<file path="config.mk">
export PLATFORM = sky130hd
export DESIGN_NAME = pipe_reg
export DESIGN_NICKNAME = d
export VERILOG_FILES = /design/src/rtl/pipe_pkg.sv /design/src/rtl/pipe_stage.sv /design/src/rtl/pipe_reg.sv
export SDC_FILE = /design/constraint.sdc
export NUM_CORES = 1
export LEC_CHECK = 0
export ABC_AREA = 1
export CORE_MARGIN = 10
export CORE_UTILIZATION = 37
export CTS_CLUSTER_DIAMETER = 60
export CTS_CLUSTER_SIZE = 28
export DETAILED_ROUTE_END_ITERATION = 12
export PLACE_DENSITY = 0.62
export SYNTH_ARGS = -nofsm -noshare
export SYNTH_HDL_FRONTEND = slang
export SYNTH_SLANG_ARGS = --single-unit
</file>
<file path="constraint.sdc">
create_clock -name clk -period 1.7 [get_ports clk]
set_input_delay 0.34 -clock clk [delete_from_list [all_inputs] [get_ports clk]]
set_output_delay 0.34 -clock clk [all_outputs]
set_load 0.01 [all_outputs]
</file>
<file path="src/rtl/pipe_pkg.sv">
// Shared defaults and sizing helper for the elastic register pipe.
package pipe_pkg;

  localparam int WIDTH_DEF = 8;
  localparam int DEPTH_DEF = 4;

  // Smallest r with 2**r >= value; used to size the occupancy counter.
  function automatic int clog2_ceil(input int value);
    int r;
    r = 0;
    while ((1 << r) < value) r++;
    return r;
  endfunction

endpackage

</file>
<file path="src/rtl/pipe_stage.sv">
// One pipe slot: a data register plus its valid bit, with flush/load/drain control.
module pipe_stage
  import pipe_pkg::*;
#(
  parameter int WIDTH = WIDTH_DEF
) (
  input  logic             clk,
  input  logic             clear,
  input  logic             flush,
  input  logic             load,
  input  logic             drain,
  input  logic [WIDTH-1:0] ld_data,
  output logic [WIDTH-1:0] data,
  output logic             vld
);

  // A load in the same cycle as a drain refills the slot, so load wins.
  always_ff @(posedge clk or posedge clear) begin
    if (clear) begin
      vld  <= 1'b0;
      data <= '0;
    end else if (flush) begin
      vld <= 1'b0;
    end else if (load) begin
      vld  <= 1'b1;
      data <= ld_data;
    end else if (drain) begin
      vld <= 1'b0;
    end
  end

endmodule

</file>
<file path="src/rtl/pipe_reg.sv">
// Elastic DEPTH-stage register pipe with valid/ready handshake, flush and occupancy count.
module pipe_reg
  import pipe_pkg::*;
#(
  parameter int WIDTH = WIDTH_DEF,
  parameter int DEPTH = DEPTH_DEF
) (
  input  logic                             clk,
  input  logic                             clear,
  input  logic                             flush,
  input  logic [WIDTH-1:0]                 in_data,
  input  logic                             in_valid,
  output logic                             in_ready,
  output logic [WIDTH-1:0]                 out_data,
  output logic                             out_valid,
  input  logic                             out_ready,
  output logic [clog2_ceil(DEPTH+1)-1:0]   count
);

  localparam int CW = clog2_ceil(DEPTH + 1);

  logic [DEPTH-1:0]            vld;
  logic [DEPTH-1:0]            adv;
  logic [DEPTH-1:0]            load;
  logic [DEPTH-1:0][WIDTH-1:0] data;
  logic                        free;
  logic                        in_xfer;
  logic                        out_xfer;

  // Walk from the output back: a slot may move on if the slot ahead is free
  // after this edge. The final value of free says whether stage 0 can take a word.
  always_comb begin
    adv  = '0;
    free = out_ready;
    for (int k = DEPTH - 1; k >= 0; k--) begin
      adv[k] = vld[k] && free;
      free   = !vld[k] || adv[k];
    end
  end

  assign in_ready  = !flush && free;
  assign in_xfer   = in_valid && in_ready;
  assign out_xfer  = adv[DEPTH-1];
  assign out_valid = vld[DEPTH-1];
  assign out_data  = data[DEPTH-1];

  for (genvar k = 0; k < DEPTH; k++) begin : g_stage
    logic [WIDTH-1:0] src;
    if (k == 0) begin : g_head
      assign load[k] = in_xfer;
      assign src     = in_data;
    end else begin : g_body
      assign load[k] = adv[k-1];
      assign src     = data[k-1];
    end

    pipe_stage #(.WIDTH(WIDTH)) u_stage (
      .clk     (clk),
      .clear   (clear),
      .flush   (flush),
      .load    (load[k]),
      .drain   (adv[k]),
      .ld_data (src),
      .data    (data[k]),
      .vld     (vld[k])
    );
  end

  always_ff @(posedge clk or posedge clear) begin
    if (clear) begin
      count <= '0;
    end else if (flush) begin
      count <= '0;
    end else if (in_xfer && !out_xfer) begin
      count <= count + CW'(1);
    end else if (!in_xfer && out_xfer) begin
      count <= count - CW'(1);
    end
  end

endmodule

</file>
# Word-level counts from Yosys, hierarchy flattened

Cells that the tools add are included.

Output and inout port bits: 13
Register bits after elaboration: 39
Input port bits: 13
Word-level logic and storage cells: 55

Reductions and logical operators: 28
Multiplexer cells: 15
Add/sub/neg operators: 2
Bitwise logic cells: 1

Operator list:

| cell                                              | count |
|---|---|
| nonzero test 3 bit                                | 5 |
| two-way mux 1 bit                                 | 12 |
| two-way mux 3 bit                                 | 3 |
| logical AND 1 bit                                 | 8 |
| AND reduction 2 bit                               | 4 |
| zero test 1 bit                                   | 7 |
| logical OR 1 bit                                  | 4 |
| adder 3 x 1 -> 3 bit (second input constant)      | 1 |
| subtractor 3 x 1 -> 3 bit (second input constant) | 1 |
| inverter 1 bit                                    | 1 |

# Depth between registers and ports, before layout

Depth after elaboration: 15
Depth in mapped cells: 12
Gate-level depth less buffers: 12

# Cells and area by module

Synthesis repeated with hierarchy kept, for this count alone.

Cell total of the unflattened synthesis: 202
Area total of the unflattened synthesis: 1,821.7 sq um

By module, submodules not included:

| module     | cells each | area an instance (sq um) | sequential area each (sq um) | times used |
|---|---|---|---|---|
| pipe_stage | 40         | 377.9                    | 225.2                        | 4 |
| pipe_reg   | 42         | 310.3                    | 75.1                         | 1 |

# Least setup slack after synthesis

OpenSTA, ideal clock, no wires.

Path type: register -> register
Start: register g_stage[3].u_stage.vld
End: register count[2]
Period minus slack after synthesis: 1.778 ns
Setup time: 0.116 ns
Data required time: 1.584 ns
Data arrival time: 1.662 ns
Buffers on the path: 0
Slack: -0.078 ns
Cell stages (with the launch flop): 13
Cell sequence: dfrtp_1 inv_1 nor2_4 nand4_4 nand3_4 nor2_1 fa_1 xnor2_1 inv_1 nand2_1 nand2_1 nand2_1 nand2_1

Longest elaborated chain between the ends: 13
Elaborated cells on any way between the ends: 18
Classes of those cells: mux: 2; reduce/logical: 16

RTL lines:

| what                                                    | line                           | text |
|---|---|---|
| start: declaration                                      | pipe_stage.sv:14               | `output logic vld` |
| start signal: assignment                                | pipe_stage.sv:20               | `vld <= 1'b0;` |
| start signal: assignment                                | pipe_stage.sv:23               | `vld <= 1'b0;` |
| start signal: assignment                                | pipe_stage.sv:25               | `vld <= 1'b1;` |
| zero test 1 bit or logical AND 1 bit (tied branches)    | pipe_reg.sv:37, pipe_reg.sv:36 |  |
| logical OR 1 bit                                        | pipe_reg.sv:37                 | `free = !vld[k] \|\| adv[k];` |
| logical AND 1 bit                                       | pipe_reg.sv:36                 | `adv[k] = vld[k] && free;` |
| logical OR 1 bit                                        | pipe_reg.sv:37                 |  |
| logical AND 1 bit                                       | pipe_reg.sv:36                 |  |
| logical OR 1 bit                                        | pipe_reg.sv:37                 |  |
| logical AND 1 bit                                       | pipe_reg.sv:36                 |  |
| logical OR 1 bit                                        | pipe_reg.sv:37                 |  |
| logical AND 1 bit                                       | pipe_reg.sv:41                 | `assign in_ready = !flush && free;` |
| logical AND 1 bit                                       | pipe_reg.sv:42                 | `assign in_xfer = in_valid && in_ready;` |
| logical AND 1 bit or zero test 1 bit (tied branches)    | pipe_reg.sv:74, pipe_reg.sv:76 |  |
| two-way mux 3 bit or logical AND 1 bit (tied branches)  | pipe_reg.sv:74, pipe_reg.sv:76 |  |
| two-way mux 3 bit or nonzero test 3 bit (tied branches) | n/a                            |  |
| end signal: assignment                                  | pipe_reg.sv:75                 | `count <= count + CW'(1);` |
| end signal: assignment                                  | pipe_reg.sv:77                 | `count <= count - CW'(1);` |
| end: declaration                                        | pipe_reg.sv:17                 | `output logic [clog2_ceil(DEPTH+1)-1:0] count` |

Several ways; a longest one is shown, not always the timed one.
A chain may end at the register's enable or synchronous reset.

# Worst setup path after layout

Start: input flush
End: output in_ready

Longest elaborated chain between the ends: 2

RTL lines:

| what               | line           | text |
|---|---|---|
| start: declaration | pipe_reg.sv:10 | `input logic flush,` |
| zero test 1 bit    | pipe_reg.sv:41 |  |
| logical AND 1 bit  | pipe_reg.sv:41 |  |
| end: declaration   | pipe_reg.sv:13 | `output logic in_ready,` |

No other way between the ends.

==> impl_metrics.tcl <==
set metrics [dict create \
    ys_ff_latch 39 \
    core_sq_um 4290 \
    cts_buffer_depth 2 \
    root_buffer "clkbuf_8" \
    cts_tree "yes" \
    ir_worst_vdd_uv 318 \
    routabilityCongestion 0.723 \
    area_delta_synth_final_pct 32.1 \
    h-tree-depth 2 \
    pre_cts_slack_ns -0.481 \
    p_total_w 0.00232 \
    die_h_microns 86.3 \
    power_density_nw_per_um2 1080 \
    netlist.area_leader.share 0.600 \
    cpPeakStageDelay_ns 0.47 \
    skew_ns 0.00270 \
    synth-async-reset-ratio 1.00 \
    worstMarginPinSlew_ns 0.293 \
    cp-start-kind "primary input" \
    rsz0062_at_grt "yes" \
    cp_max_fo 2 \
    swShare 0.261 \
    setup_viol 0 \
    grt_usage 0.0861 \
    syn_area_sq_um 1630 \
    grt_pass1_wl_microns 5260 \
    initial_utilization 0.379 \
    grtUsageMet1 0.0979 \
    clock-sinks 39 \
    fin_util 0.500 \
    slew_violations 0 \
    gr-max-usage-layer "met2" \
    required_ns 1.36 \
    ys_top_cells_by_area "dfrtp_1, nand2_1, inv_1" \
    p_leak_nw 1.06 \
    p_int_w 0.00171 \
    die_area_sq_um 7450 \
    synth_top_cell_by_area "dfrtp_1" \
    hp-class "in -> async" \
    synthTopCellsByCount "dfrtp_1, nand2_1, inv_1" \
    worst_hold_slack_ns 0.412 \
    drt_wl_total_microns 2860 \
    drc 0 \
    insertedDiodeCount 0 \
    synth_area_per_cell_sq_um 9.92 \
    grt_remaining_overflow 0 \
    ys_seq_area_frac 0.600 \
    port_buffers 25 \
    syn-num-nets 178 \
    cap_violations 0 \
    drive_above_1_share 0.199 \
    syn_inst 164 \
    clock_latency_ns 0.28 \
    ios 26 \
    crit_chain "clkdlybuf4s50_1 -> buf_4 -> nor2_1 -> dlygate4sd2_1" \
    clk_pin_slew_worst_paths_ns 0.07 \
    crit_path_top_delay_cell "clkdlybuf4s50_1" \
    drt-wirelength-per-cell_microns 11.1 \
    ys_warn_count 0 \
    p_switching_w 0.000606 \
    vias 1124 \
    grt_util_met2 0.137 \
    num-fill-cells 422 \
    relSlewSlack 0.804 \
    endpoint_kind "output pin" \
    drtIter0Drc 55 \
    status "complete, no violations" \
    critPathArrivalTime_ns 1.33 \
    drt_first_pass_iters 4 \
    fin_ws_ns 0.0290 \
    nets 220 \
    synth-edff-count 0 \
    power_frac_seq 0.513 \
    fmax_mhz 598 \
    die_x_microns 86.3 \
    period_minus_slack_ns 1.67 \
    antenna_left 0 \
    pwr-share-comb 0.226 \
    vias_per_cell 4.36 \
    numCtsBuffers 5 \
    critical_path_class "in -> out" \
    grt_use_met3 0.0347 \
    final.period_utilization 0.983 \
    synth-main-ff-cell "dfrtp_1" \
    finalHoldViolCount 0 \
    grt_max_degree 40 \
    pwr-share-clk 0.261 \
    num_rows 24 \
    first_global_vias 1156 \
    synth_cell_types 21 \
    antenna_found_initial 0 \
    place_hpwl_microns 2100 \
    yosysMostFrequentCell "dfrtp_1" \
]
==> path summary, 6_finish.rpt <==
kind | slack [ns] | to | depth (start not counted) | from
setup / recovery | 0.03 | in_ready | 4 | flush
hold / removal | 0.41 | g_stage[3].u_stage.data[1]$_DFFE_PP0P_ | 3 | clear
setup reg to reg | 0.06 | count[2]$_DFFE_PP0P_ | 12 | g_stage[3].u_stage.vld$_DFFE_PP0P_
hold reg to reg | 0.49 | g_stage[3].u_stage.data[0]$_DFFE_PP0P_ | 2 | g_stage[3].u_stage.data[0]$_DFFE_PP0P_
max in group asynchronous | 1.10 | g_stage[0].u_stage.data[7]$_DFFE_PP0P_ | 3 | clear
min in group clk | 0.49 | g_stage[3].u_stage.data[0]$_DFFE_PP0P_ | 2 | g_stage[3].u_stage.data[0]$_DFFE_PP0P_
==> cell families (layout without fill, tap and decap cells) <==
| logic type | after synthesis | count (layout) | synth area share |
|---|---|---|---|
| AOI/OAI and AO/OA | 34 | 34 | 0.107 |
| xor gates and xnor gates | 1 | 1 | 0.00539 |
| adders and majority gates | 1 | 1 | 0.0123 |
| buffers and inverters | 30 | 72 | 0.0831 |
| DFF | 39 | 39 | 0.600 |
| muxes | 4 | 4 | 0.0277 |
| and+or+nand+nor | 55 | 55 | 0.165 |
==> power by group through the flow <==
stage | combinational [W] | clock, W | sequential, W
4_1_cts | 0.000528 | 0.000634 | 0.00119
3_5_place_dp | 0.000515 | 0 | 0.00121
3_3_place_gp | 0.000503 | 0 | 0.00120
2_1_floorplan | 0.000236 | 0 | 0.00123
5_1_grt | 0.000595 | 0.000676 | 0.00121
6_report | 0.000523 | 0.000605 | 0.00119
==> flip-flops by register name, summed over array words and instances (netlist names) <==
name                  flops
g_stage.u_stage.data     32
g_stage.u_stage.vld       4
count                     3
==> final cells by class <==
type                    instances  area (sq um)  share of cell area
flip-flops and latches         39           976               0.454
multi-input cells              95           538               0.250
repair buffers                 40           385               0.179
inverters                      25          96.3              0.0448
clock buffers                   6          82.6              0.0384
well taps                      52          65.1              0.0303
clock inverters                 1          5.00             0.00233
==> per-layer routing <==
metal	vias up	routed length (microns)	share of wire
met5	-	0	0
met2	20	1310	0.46
met4	0	57	0.020
met1	501	1310	0.46
li1	598	-	-
met3	5	193	0.067
==> per-stage QoR <==
| step | setup TNS [ns] | instance area [sq um] | std cells |
|---|---|---|---|
| 2_1_floorplan | -0.0783 | 1630 | 164 |
| 3_3_place_gp | -1.88 | 2030 | 249 |
| 3_5_place_dp | -2.15 | 2030 | 249 |
| 4_1_cts | 0 | 2130 | 257 |
| 5_1_grt | -0.149 | 2150 | 258 |
| 6_report | 0 | 2150 | 258 |
==> what timing repair did <==
action / 4_1_cts / 5_1_grt
pin swaps: 2 / 2
resized for setup: 6 / 5
setup endpoints to repair: 3 / 3
hold buffers: 0 / 0
setup buffers: 1 / 2
==> placed cells by master, fill, tap and decap left out, types with 3 or more instances in the layout <==
cell type | synthesis | routed
nand3_2 | 3 | 3
nand2_1 | 28 | 27
a21oi_1 | 15 | 15
o21ai_1 | 2 | 3
mux2_2 | 4 | 4
inv_1 | 24 | 22
clkbuf_8 | 0 | 6
nor2_1 | 19 | 17
buf_4 | 3 | 13
o21ai_0 | 16 | 15
clkdlybuf4s50_1 | 0 | 23
dfrtp_1 | 39 | 39
==> critical path: cells and delay by family <==
kind	cells	cell delay [ns]
buf+inv	3	0.90
simple gates	1	0.09
(Power assumes the default switching activity.)
==> RTL change: new RTL, same settings <==
Set the package constant `DEPTH_DEF` to 8 (it was 4).
--- a/src/rtl/pipe_pkg.sv
+++ b/src/rtl/pipe_pkg.sv
@@ -2,7 +2,7 @@
 package pipe_pkg;
 
   localparam int WIDTH_DEF = 8;
-  localparam int DEPTH_DEF = 4;
+  localparam int DEPTH_DEF = 8;
 
   // Smallest r with 2**r >= value; used to size the occupancy counter.
   function automatic int clog2_ceil(input int value);
Ports: changed (resized count); port bits go from 26 to 27. The function was not compared with the original's and may differ.
==> RTL change against the unedited design <==
- the flow now finishes with violations (setup timing)
- clock power increased by 140%
- die area rose by 66%
- sequential cell count up 37
- non-clock buffer count grew 23
- synthesized area increased by 89%
- critical path depth grew 4
- via count is 87% higher
- utilization down 0.59 points
- power rose by 97%
- setup slack lost 0.25 ns
- count of clock-buffer cells in the layout grew 6
- wire length increased by 82%
- final area is 87% higher
==> RTL change: results (changes against the unedited design) <==
| Metric | Value |
|---|---|
| Final wirelength | `5220 um (+82%)` |
| Largest net degree at the start of global routing | `47 (+18%)` |
| Regs by FF count | `g_stage.u_stage.data: 64 flops, g_stage.u_stage.vld: 8 flops, count: 4 flops` |
| Share of post-route cells with drive strength above 1 | `22.3% (+2.4 points)` |
| Final Worst Setup Slack | `-0.225 ns (-0.254 ns)` |
| Syn Nets | `319 (+79%)` |
| Pre-CTS setup slack | `-0.741 ns (-0.260 ns)` |
| H-Tree Level Count | `3 (+1)` |
| Final setup vio count | `8 (+8)` |
| CTS Buf Count | `9 (+4)` |
| R2R Path End | `count[1]` |
| Final Skew | `0.00394 ns (+0.00124 ns)` |
| Crit path DAT | `1.59 ns (+0.26 ns)` |
| Fillers | `745 (+77%)` |
| Status | `finished with violations` |
| Overall routing resource usage | `9.00% (+0.39 points)` |
| Setup TNS | `-0.754 ns (-0.754 ns)` |
| Worst Max-Slew Pin Slew | `0.288 ns (-0.00480 ns)` |
| Worst path max stage delay | `0.38 ns (-0.09 ns)` |
| WL met3 | `266 um (+38%)` |
| GR Util met1 | `10.4% (+0.66 points)` |
| Initial DRC Count | `79 (+44%)` |
| Gpl congestion | `0.711 (-1.7%)` |
| DRT met1 WL | `2460 um (+89%)` |
| Number of placed cells counting well taps | `456 (+83%)` |
| Top post-synthesis cells by count | `76 x dfrtp_1, 44 x inv_1, 42 x nand2_1, 32 x o21ai_0, 28 x a21oi_1` |
| Violated checks | `setup timing` |
| Slowest cell on crit path | `dfrtp_1` |
| Mux share of post-synthesis cell area | `2.93% (+0.16 points)` |
| Synth Area in Compound Gates | `12.3% (+1.6 points)` |
| P_leak | `2.03 nW (+92%)` |
| Post-CTS sizing | `7 (+1)` |
| Global-route wire length before repair | `9520 um (+81%)` |
| Cell count after synthesis | `303 (+85%)` |
| XOR/XNOR Fraction of Synth Area | `0.570% (+0.032 points)` |
| Met2 wire length | `2440 um (+86%)` |
| Worst reg-to-reg path cell count | `10 (-2)` |
## RTL change: worst reg2reg max path, cell delays in order (launching register included)
cell and delay (ns):
dfrtp_1 0.38, nand4_2 0.14, nor3_4 0.15, nand4_1 0.14, nand4_1 0.13, buf_4 0.14
inv_1 0.05, fa_2 0.51, nor2_1 0.04, nand2_1 0.05, o21ai_1 0.05
## RTL change: power breakdown
part | switching [mW] | leakage, nW | total [mW] | internal, mW
registers | 0.162 | 0.929 | 2.31 | 2.15
logic | 0.382 | 0.994 | 0.771 | 0.390
clock network | 0.613 | 0.107 | 1.48 | 0.866
total | 1.16 | 2.03 | 4.56 | 3.41
## RTL change: area by class of cell
class / instances / area, sq um / area share (%)
clock buffer: 12 / 145 / 3.61
clock inverter: 4 / 72.6 / 1.80
inverter: 46 / 179 / 4.45
multi-input combinational: 171 / 970 / 24.1
sequential: 76 / 1900 / 47.3
tap: 105 / 131 / 3.27
timing repair buffer: 63 / 622 / 15.5
